`config.mk`:
```
export PLATFORM = sky130hd
export DESIGN_NAME = sc_regbus_arbiter
export DESIGN_NICKNAME = d
export VERILOG_FILES = /design/src/rtl/sc_regbus_pkg.sv /design/src/rtl/sc_rr_arbiter.sv /design/src/rtl/sc_regbus_arbiter.sv
export SDC_FILE = /design/constraint.sdc
export NUM_CORES = 1
export LEC_CHECK = 0
export BUFFER_PORTS_ARGS = -buffer_cell sky130_fd_sc_hd__buf_2
export CORE_MARGIN = 8
export CORE_UTILIZATION = 45
export DETAILED_ROUTE_END_ITERATION = 10
export GPL_TIMING_DRIVEN = 0
export PLACE_DENSITY_LB_ADDON = 0.12
export SLEW_MARGIN = 15
export SYNTH_ARGS = -nofsm -noshare
export SYNTH_HDL_FRONTEND = slang
export SYNTH_SLANG_ARGS = --single-unit
```
`constraint.sdc`:
```
create_clock -name SC_RegBusArb_CLOCK_50 -period 1.9 [get_ports SC_RegBusArb_CLOCK_50]
set_input_delay 0.19 -clock SC_RegBusArb_CLOCK_50 [delete_from_list [all_inputs] [get_ports SC_RegBusArb_CLOCK_50]]
set_output_delay 0.19 -clock SC_RegBusArb_CLOCK_50 [all_outputs]
set_load 0.005 [all_outputs]
```
`src/rtl/sc_regbus_pkg.sv`:
```
// Shared definitions for the register-bus arbiter slice.
// Holds the default parameter values and the transfer-sequencer state encoding.
package sc_regbus_pkg;

  localparam int DEF_NUM_REQ      = 4;
  localparam int DEF_NUM_REG      = 8;
  localparam int DEF_REGSEL_WIDTH = 3;

  // One transfer walks IDLE -> READ -> WRITE -> DONE -> IDLE.
  typedef enum logic [1:0] {
    IDLE  = 2'd0,
    READ  = 2'd1,
    WRITE = 2'd2,
    DONE  = 2'd3
  } busState_t;

endpackage

```
`src/rtl/sc_rr_arbiter.sv`:
```
// Combinational round-robin pick.
// Starting at the priority pointer and wrapping at NUM_REQ, returns the index
// of the first requester with its request bit set.
// Ports:
//   reqVec  in   NUM_REQ  request vector
//   ptr     in   PTR_W    priority pointer (index checked first)
//   winner  out  PTR_W    index of the winning requester (0 when none)
//   anyReq  out  1        at least one request bit is set
module sc_rr_arbiter
  import sc_regbus_pkg::*;
#(
  parameter  int NUM_REQ = DEF_NUM_REQ,
  localparam int PTR_W   = $clog2(NUM_REQ)
) (
  input  logic [NUM_REQ-1:0] reqVec,
  input  logic [PTR_W-1:0]   ptr,
  output logic [PTR_W-1:0]   winner,
  output logic               anyReq
);

  // One spare bit so ptr + offset never overflows before the wrap.
  logic [PTR_W:0] slot;

  // Walk the offsets from the farthest to the nearest; the nearest requester
  // from the pointer is the last one written and therefore wins.
  always_comb begin
    // NOTE: every output of a combinational block gets a default first, so no
    // path through the block leaves it unassigned and infers a latch.
    winner = '0;
    anyReq = 1'b0;
    slot   = '0;
    for (int k = NUM_REQ - 1; k >= 0; k--) begin
      slot = {1'b0, ptr} + (PTR_W + 1)'(k);
      if (slot >= (PTR_W + 1)'(NUM_REQ)) begin
        slot = slot - (PTR_W + 1)'(NUM_REQ);
      end
      if (reqVec[slot[PTR_W-1:0]]) begin
        winner = slot[PTR_W-1:0];
        anyReq = 1'b1;
      end
    end
  end

endmodule

```
`src/rtl/sc_regbus_arbiter.sv`:
```
// Round-robin arbiter and transfer sequencer for the shared register data bus.
// Grants one requester at a time, drives the bus source-select mux, then
// pulses the destination register's active-low load enable. Every transfer
// costs a fixed four cycles; all outputs are registered one cycle behind the
// sequencer state.
// Ports:
//   SC_RegBusArb_CLOCK_50     in   1                     system clock
//   SC_RegBusArb_Reset_InLow  in   1                     async active-low reset
//   SC_RegBusArb_Req_InHigh   in   NUM_REQ               level requests
//   SC_RegBusArb_Src_In       in   NUM_REQ*REGSEL_WIDTH  packed source indices
//   SC_RegBusArb_Dst_In       in   NUM_REQ*REGSEL_WIDTH  packed destination indices
//   SC_RegBusArb_Grant_Out    out  NUM_REQ               one-hot grant for the transfer
//   SC_RegBusArb_Done_Out     out  NUM_REQ               one-cycle completion pulse
//   SC_RegBusArb_BusSel_Out   out  REGSEL_WIDTH          bus mux select
//   SC_RegBusArb_Load_OutLow  out  NUM_REG               one-hot active-low load enable
//   SC_RegBusArb_Busy_Out     out  1                     transfer in progress
//   SC_RegBusArb_Err_Out      out  1                     out-of-range index pulse
module sc_regbus_arbiter
  import sc_regbus_pkg::*;
#(
  parameter int NUM_REQ      = DEF_NUM_REQ,
  parameter int NUM_REG      = DEF_NUM_REG,
  parameter int REGSEL_WIDTH = DEF_REGSEL_WIDTH
) (
  input  logic                            SC_RegBusArb_CLOCK_50,
  input  logic                            SC_RegBusArb_Reset_InLow,
  input  logic [NUM_REQ-1:0]              SC_RegBusArb_Req_InHigh,
  input  logic [NUM_REQ*REGSEL_WIDTH-1:0] SC_RegBusArb_Src_In,
  input  logic [NUM_REQ*REGSEL_WIDTH-1:0] SC_RegBusArb_Dst_In,
  output logic [NUM_REQ-1:0]              SC_RegBusArb_Grant_Out,
  output logic [NUM_REQ-1:0]              SC_RegBusArb_Done_Out,
  output logic [REGSEL_WIDTH-1:0]         SC_RegBusArb_BusSel_Out,
  output logic [NUM_REG-1:0]              SC_RegBusArb_Load_OutLow,
  output logic                            SC_RegBusArb_Busy_Out,
  output logic                            SC_RegBusArb_Err_Out
);

  localparam int PTR_W = $clog2(NUM_REQ);

  busState_t               state, stateNext;
  logic [PTR_W-1:0]        ptr, ptrNext;
  logic [PTR_W-1:0]        pickWinner;
  logic                    pickAny;
  logic [PTR_W-1:0]        winnerQ, winnerNext;
  logic [REGSEL_WIDTH-1:0] srcQ, srcNext;
  logic [REGSEL_WIDTH-1:0] dstQ, dstNext;
  logic [NUM_REQ-1:0]      winnerOneHot;
  logic                    inRange;

  logic [NUM_REQ-1:0]      grantNext, doneNext;
  logic [REGSEL_WIDTH-1:0] busSelNext;
  logic [NUM_REG-1:0]      loadNext;
  logic                    busyNext, errNext;

  sc_rr_arbiter #(
    .NUM_REQ (NUM_REQ)
  ) u_rr (
    .reqVec (SC_RegBusArb_Req_InHigh),
    .ptr    (ptr),
    .winner (pickWinner),
    .anyReq (pickAny)
  );

  // Both captured indices must address a real register; the extra bit keeps
  // the compare correct when NUM_REG == 2**REGSEL_WIDTH.
  assign inRange = ({1'b0, srcQ} < (REGSEL_WIDTH + 1)'(NUM_REG)) &&
                   ({1'b0, dstQ} < (REGSEL_WIDTH + 1)'(NUM_REG));

  always_comb begin
    winnerOneHot = '0;
    for (int i = 0; i < NUM_REQ; i++) begin
      if (winnerQ == PTR_W'(i)) winnerOneHot[i] = 1'b1;
    end
  end

  // Next state, captures, pointer and the next value of every output register.
  always_comb begin
    stateNext  = state;
    ptrNext    = ptr;
    winnerNext = winnerQ;
    srcNext    = srcQ;
    dstNext    = dstQ;
    grantNext  = '0;
    doneNext   = '0;
    busSelNext = SC_RegBusArb_BusSel_Out;
    loadNext   = '1;
    busyNext   = 1'b1;
    errNext    = 1'b0;

    case (state)
      IDLE: begin
        busyNext = 1'b0;
        if (pickAny) begin
          // Src/Dst are frozen here; the transfer ignores later input changes.
          winnerNext = pickWinner;
          for (int i = 0; i < NUM_REQ; i++) begin
            if (pickWinner == PTR_W'(i)) begin
              srcNext = SC_RegBusArb_Src_In[i*REGSEL_WIDTH +: REGSEL_WIDTH];
              dstNext = SC_RegBusArb_Dst_In[i*REGSEL_WIDTH +: REGSEL_WIDTH];
            end
          end
          stateNext = READ;
        end
      end
      READ: begin
        grantNext  = winnerOneHot;
        busSelNext = srcQ;
        stateNext  = WRITE;
      end
      WRITE: begin
        grantNext  = winnerOneHot;
        busSelNext = srcQ;
        for (int r = 0; r < NUM_REG; r++) begin
          if (inRange && (dstQ == REGSEL_WIDTH'(r))) loadNext[r] = 1'b0;
        end
        stateNext = DONE;
      end
      DONE: begin
        doneNext  = winnerOneHot;
        errNext   = !inRange;
        ptrNext   = (winnerQ == PTR_W'(NUM_REQ - 1)) ? '0 : winnerQ + PTR_W'(1);
        stateNext = IDLE;
      end
      default: stateNext = IDLE;
    endcase
  end

  always_ff @(posedge SC_RegBusArb_CLOCK_50 or negedge SC_RegBusArb_Reset_InLow) begin
    // NOTE: sequential state uses non-blocking assignments so every register
    // samples the pre-edge values regardless of statement order.
    if (!SC_RegBusArb_Reset_InLow) begin
      state                    <= IDLE;
      ptr                      <= '0;
      winnerQ                  <= '0;
      srcQ                     <= '0;
      dstQ                     <= '0;
      SC_RegBusArb_Grant_Out   <= '0;
      SC_RegBusArb_Done_Out    <= '0;
      SC_RegBusArb_BusSel_Out  <= '0;
      SC_RegBusArb_Load_OutLow <= '1;
      SC_RegBusArb_Busy_Out    <= 1'b0;
      SC_RegBusArb_Err_Out     <= 1'b0;
    end else begin
      state                    <= stateNext;
      ptr                      <= ptrNext;
      winnerQ                  <= winnerNext;
      srcQ                     <= srcNext;
      dstQ                     <= dstNext;
      SC_RegBusArb_Grant_Out   <= grantNext;
      SC_RegBusArb_Done_Out    <= doneNext;
      SC_RegBusArb_BusSel_Out  <= busSelNext;
      SC_RegBusArb_Load_OutLow <= loadNext;
      SC_RegBusArb_Busy_Out    <= busyNext;
      SC_RegBusArb_Err_Out     <= errNext;
    end
  end

endmodule

```
==> results.md <==
- Run status: finished clean
- Post-Synthesis Cells: 126
- Min-delay worst type: input pin to register
- Final Power: 0.00280 W
- Pins Over Slew Limit: 0
- CP delay by family, top: simple AND/OR/NAND/NOR gates
- Placed wire-length estimate: 2380 um
- Syn avg cell area: 11.6 sq um
- Max cap viols: 0
- Seq cells post-synth: 32
- Die X: 73.1 um
- Setup TNS after final layout: 0 ps
- Residual DRC: 0
- Die ar.: 5340 sq um
- Layout Nets: 220
- Inserted Clock Buffers: 5
- Non-Filler Instances: 228
- Starting Density: 47.6%
- Vias post-DR: 1100
- Critical Path AT: 1940 ps
- CP startpoint: state[0]
- Peak Freq: 594 MHz
- Rel. slew slack: 55.6%
- Fin Clk Skew: 11.1 ps
- Worst path cell trace: inv_1 > ha_2 > nand2_2 > or2_2 > clkbuf_1 > o221ai_1
- Share of layout cells above drive strength 1: 41.3%
- Post-Syn Nets: 163
- Worst vdd ir: 0.617 mV
- Worst R2R Start: state[0]
- Htree depth: 2
- I/O pin cnt: 51
- Setup-failing EPs final: 0
- Vias per cell: 4.82
- Post-CTS Setup Bufs: 0
- Post-synth EDFFs: 0
- Wire length per cell: 13.4 um
- Crit. End Element: register
- Seq. cell area: 811 sq um
- PwrDens: 1490 nW/um^2
- Vias in the first global route: 1164
- Leading cell types in the layout, fill and taps excluded: buf_2, dfrtp_1, nand2_1
- Max incr delay on CP: 390 ps
- Final Hold Viols: 0
- Area Growth Syn to Fin: 28.0%
- Initial DRT Pass Iterations: 4
- Skew-Pair Late Insertion Delay: 340 ps
- DRT Wirelength: 3060 um
- Rows: 20
- Max clock buf depth: 2
- Placed cell count: 219
- First-pass GRT wire length: 5150 um
- Crit-path max FO: 10
- Core area: 3080 sq um
- Top FF cell, synth: dfrtp_1
- Gr usage total: 12.8%
- Initial antenna violation count: 0
- Mux cell area share after synthesis: 12.7%
- CTS Root Cell: clkbuf_4
- Worst EP required: 2160 ps
- Port buffer count: 49
- Starting DRC count in detailed routing: 46
- Total of fill cells in the finished design: 269
- Largest net degree at the start of global routing: 33
- Compound-Gate Fraction of Synth Area: 6.14%
- Die height: 73.1 um
- Area of the mapped netlist: 1470 sq um
- Pleak: 0.949 nW
- Total congestion overflow: 0
- Critical Path Start Type: register
- CTS tree: done
- Multi-input logic area: 596 sq um
- Crit path max-delay cell type: dfrtp_1
- Leading cell type in the layout, fill and taps excluded: buf_2
- Adder-cell share of the synthesized area: 5.97%
- Hold Startpoint: SC_RegBusArb_Src_In[9]
- XOR/XNOR share of the synthesized area: 0%
- Yosys warns: 0
- Final min period: 1680 ps
- Largest family of logic cells by synthesized area: simple AND/OR/NAND/NOR gates
- Buf/Inv on CP: 2
- Seq/Total Area, Yosys: 55.3%
- Post-Synth Simple-Gate Area: 15.2%
- Cell variety after synth: 27
- Worst-Margin Slew: 666 ps
- Async SR Flop Fraction: 100%
- Clk slew on worst S/H paths: 100 ps
- Sink Count: 32
- Final Wtd Congestion: 0.698
- Post-route ant nets: 0
- Antenna diodes: 0
- Period utilization: 88.6%
- RSZ-0062 raised after global routing: no
- Critical path class: register to register
==> synth_stat cells, types with 2 or more instances <==
master	count	area, sq um
o21ai_0	2	10.0
and2_1	8	50.1
nand2b_1	2	12.5
inv_1	5	18.8
nand3_1	5	25.0
nand2_1	17	63.8
o221ai_1	6	52.6
mux2_2	5	56.3
nor2_1	7	26.3
nor2b_1	3	18.8
clkbuf_1	2	7.51
dfrtp_1	24	601
ha_1	7	87.6
dfstp_2	8	210
mux2i_1	13	130
==> registers in the layout, indices dropped and copies added (netlist names) <==
name                      flops
SC_RegBusArb_BusSel_Out       3
SC_RegBusArb_Busy_Out         1
SC_RegBusArb_Done_Out         4
SC_RegBusArb_Grant_Out        4
SC_RegBusArb_Load_OutLow      8
dstQ                          3
ptr                           2
srcQ                          3
state                         2
winnerQ                       2
==> cell type report <==
class / count / share of cell area [%]
tap: 44 / 2.93
clock inverter: 1 / 1.60
sequential: 32 / 43.2
timing repair buffer: 50 / 13.6
clock buffer: 7 / 3.47
buffer: 5 / 2.47
multi-input combinational: 84 / 31.7
inverter: 5 / 1.00
==> worst paths after layout <==
path	end	slack (ps)	cells past startpoint
worst max-delay path	dstQ[2]	220	6
worst min-delay path	srcQ[0]	160	3
worst max register to register	dstQ[2]	220	6
worst min register to register	srcQ[0]	500	2
max in group asynchronous	winnerQ[0]	1060	2
min in group asynchronous	state[1]	410	2
==> worst min-delay path, delay by kind of cell <==
kind	cells	cell delay [ps]
compound gates	1	150
mux	1	50
buf+inv	1	70
==> metal layers <==
layer  vias to the layer above  GRT usage, %  routed length (um)
li1                        545             -                   -
met1                       507          13.6                1270
met2                        40          20.2                1480
met3                         8          4.40                 231
met4                         0          10.0                  79
met5                         -             0                   0
==> report_power, final <==
part | switching (W) | total [W] | internal (W)
Sequential | 0.000173 | 0.00113 | 0.000952
Combinational | 0.000538 | 0.00109 | 0.000552
Clock | 0.000232 | 0.000582 | 0.000349
==> through the flow <==
step,setup WS [ps],utilization [%],area [sq um],hold slack [ps]
after floorplan,330,-,1470,-106
after global placement,106,57.4,1770,256
after detailed placement,60.7,57.4,1770,262
after CTS,36.4,60.8,1870,160
after global routing,42.3,61.0,1880,169
final,217,61.0,1880,162
==> repair_timing <==
item,in CTS,in global routing
resized for setup,0,2
endpoints found under the setup margin,0,6
hold buffers,1,0
endpoints found under the hold margin,24,0
==> logic make-up after synthesis <==
| kind of cell | after synthesis |
|---|---|
| mux | 18 |
| compound gates | 12 |
| flops | 32 |
| simple gates | 46 |
| fa+ha+maj | 7 |
| buf+inv | 10 |
| other cells | 1 |
(Power assumes the default switching activity.)
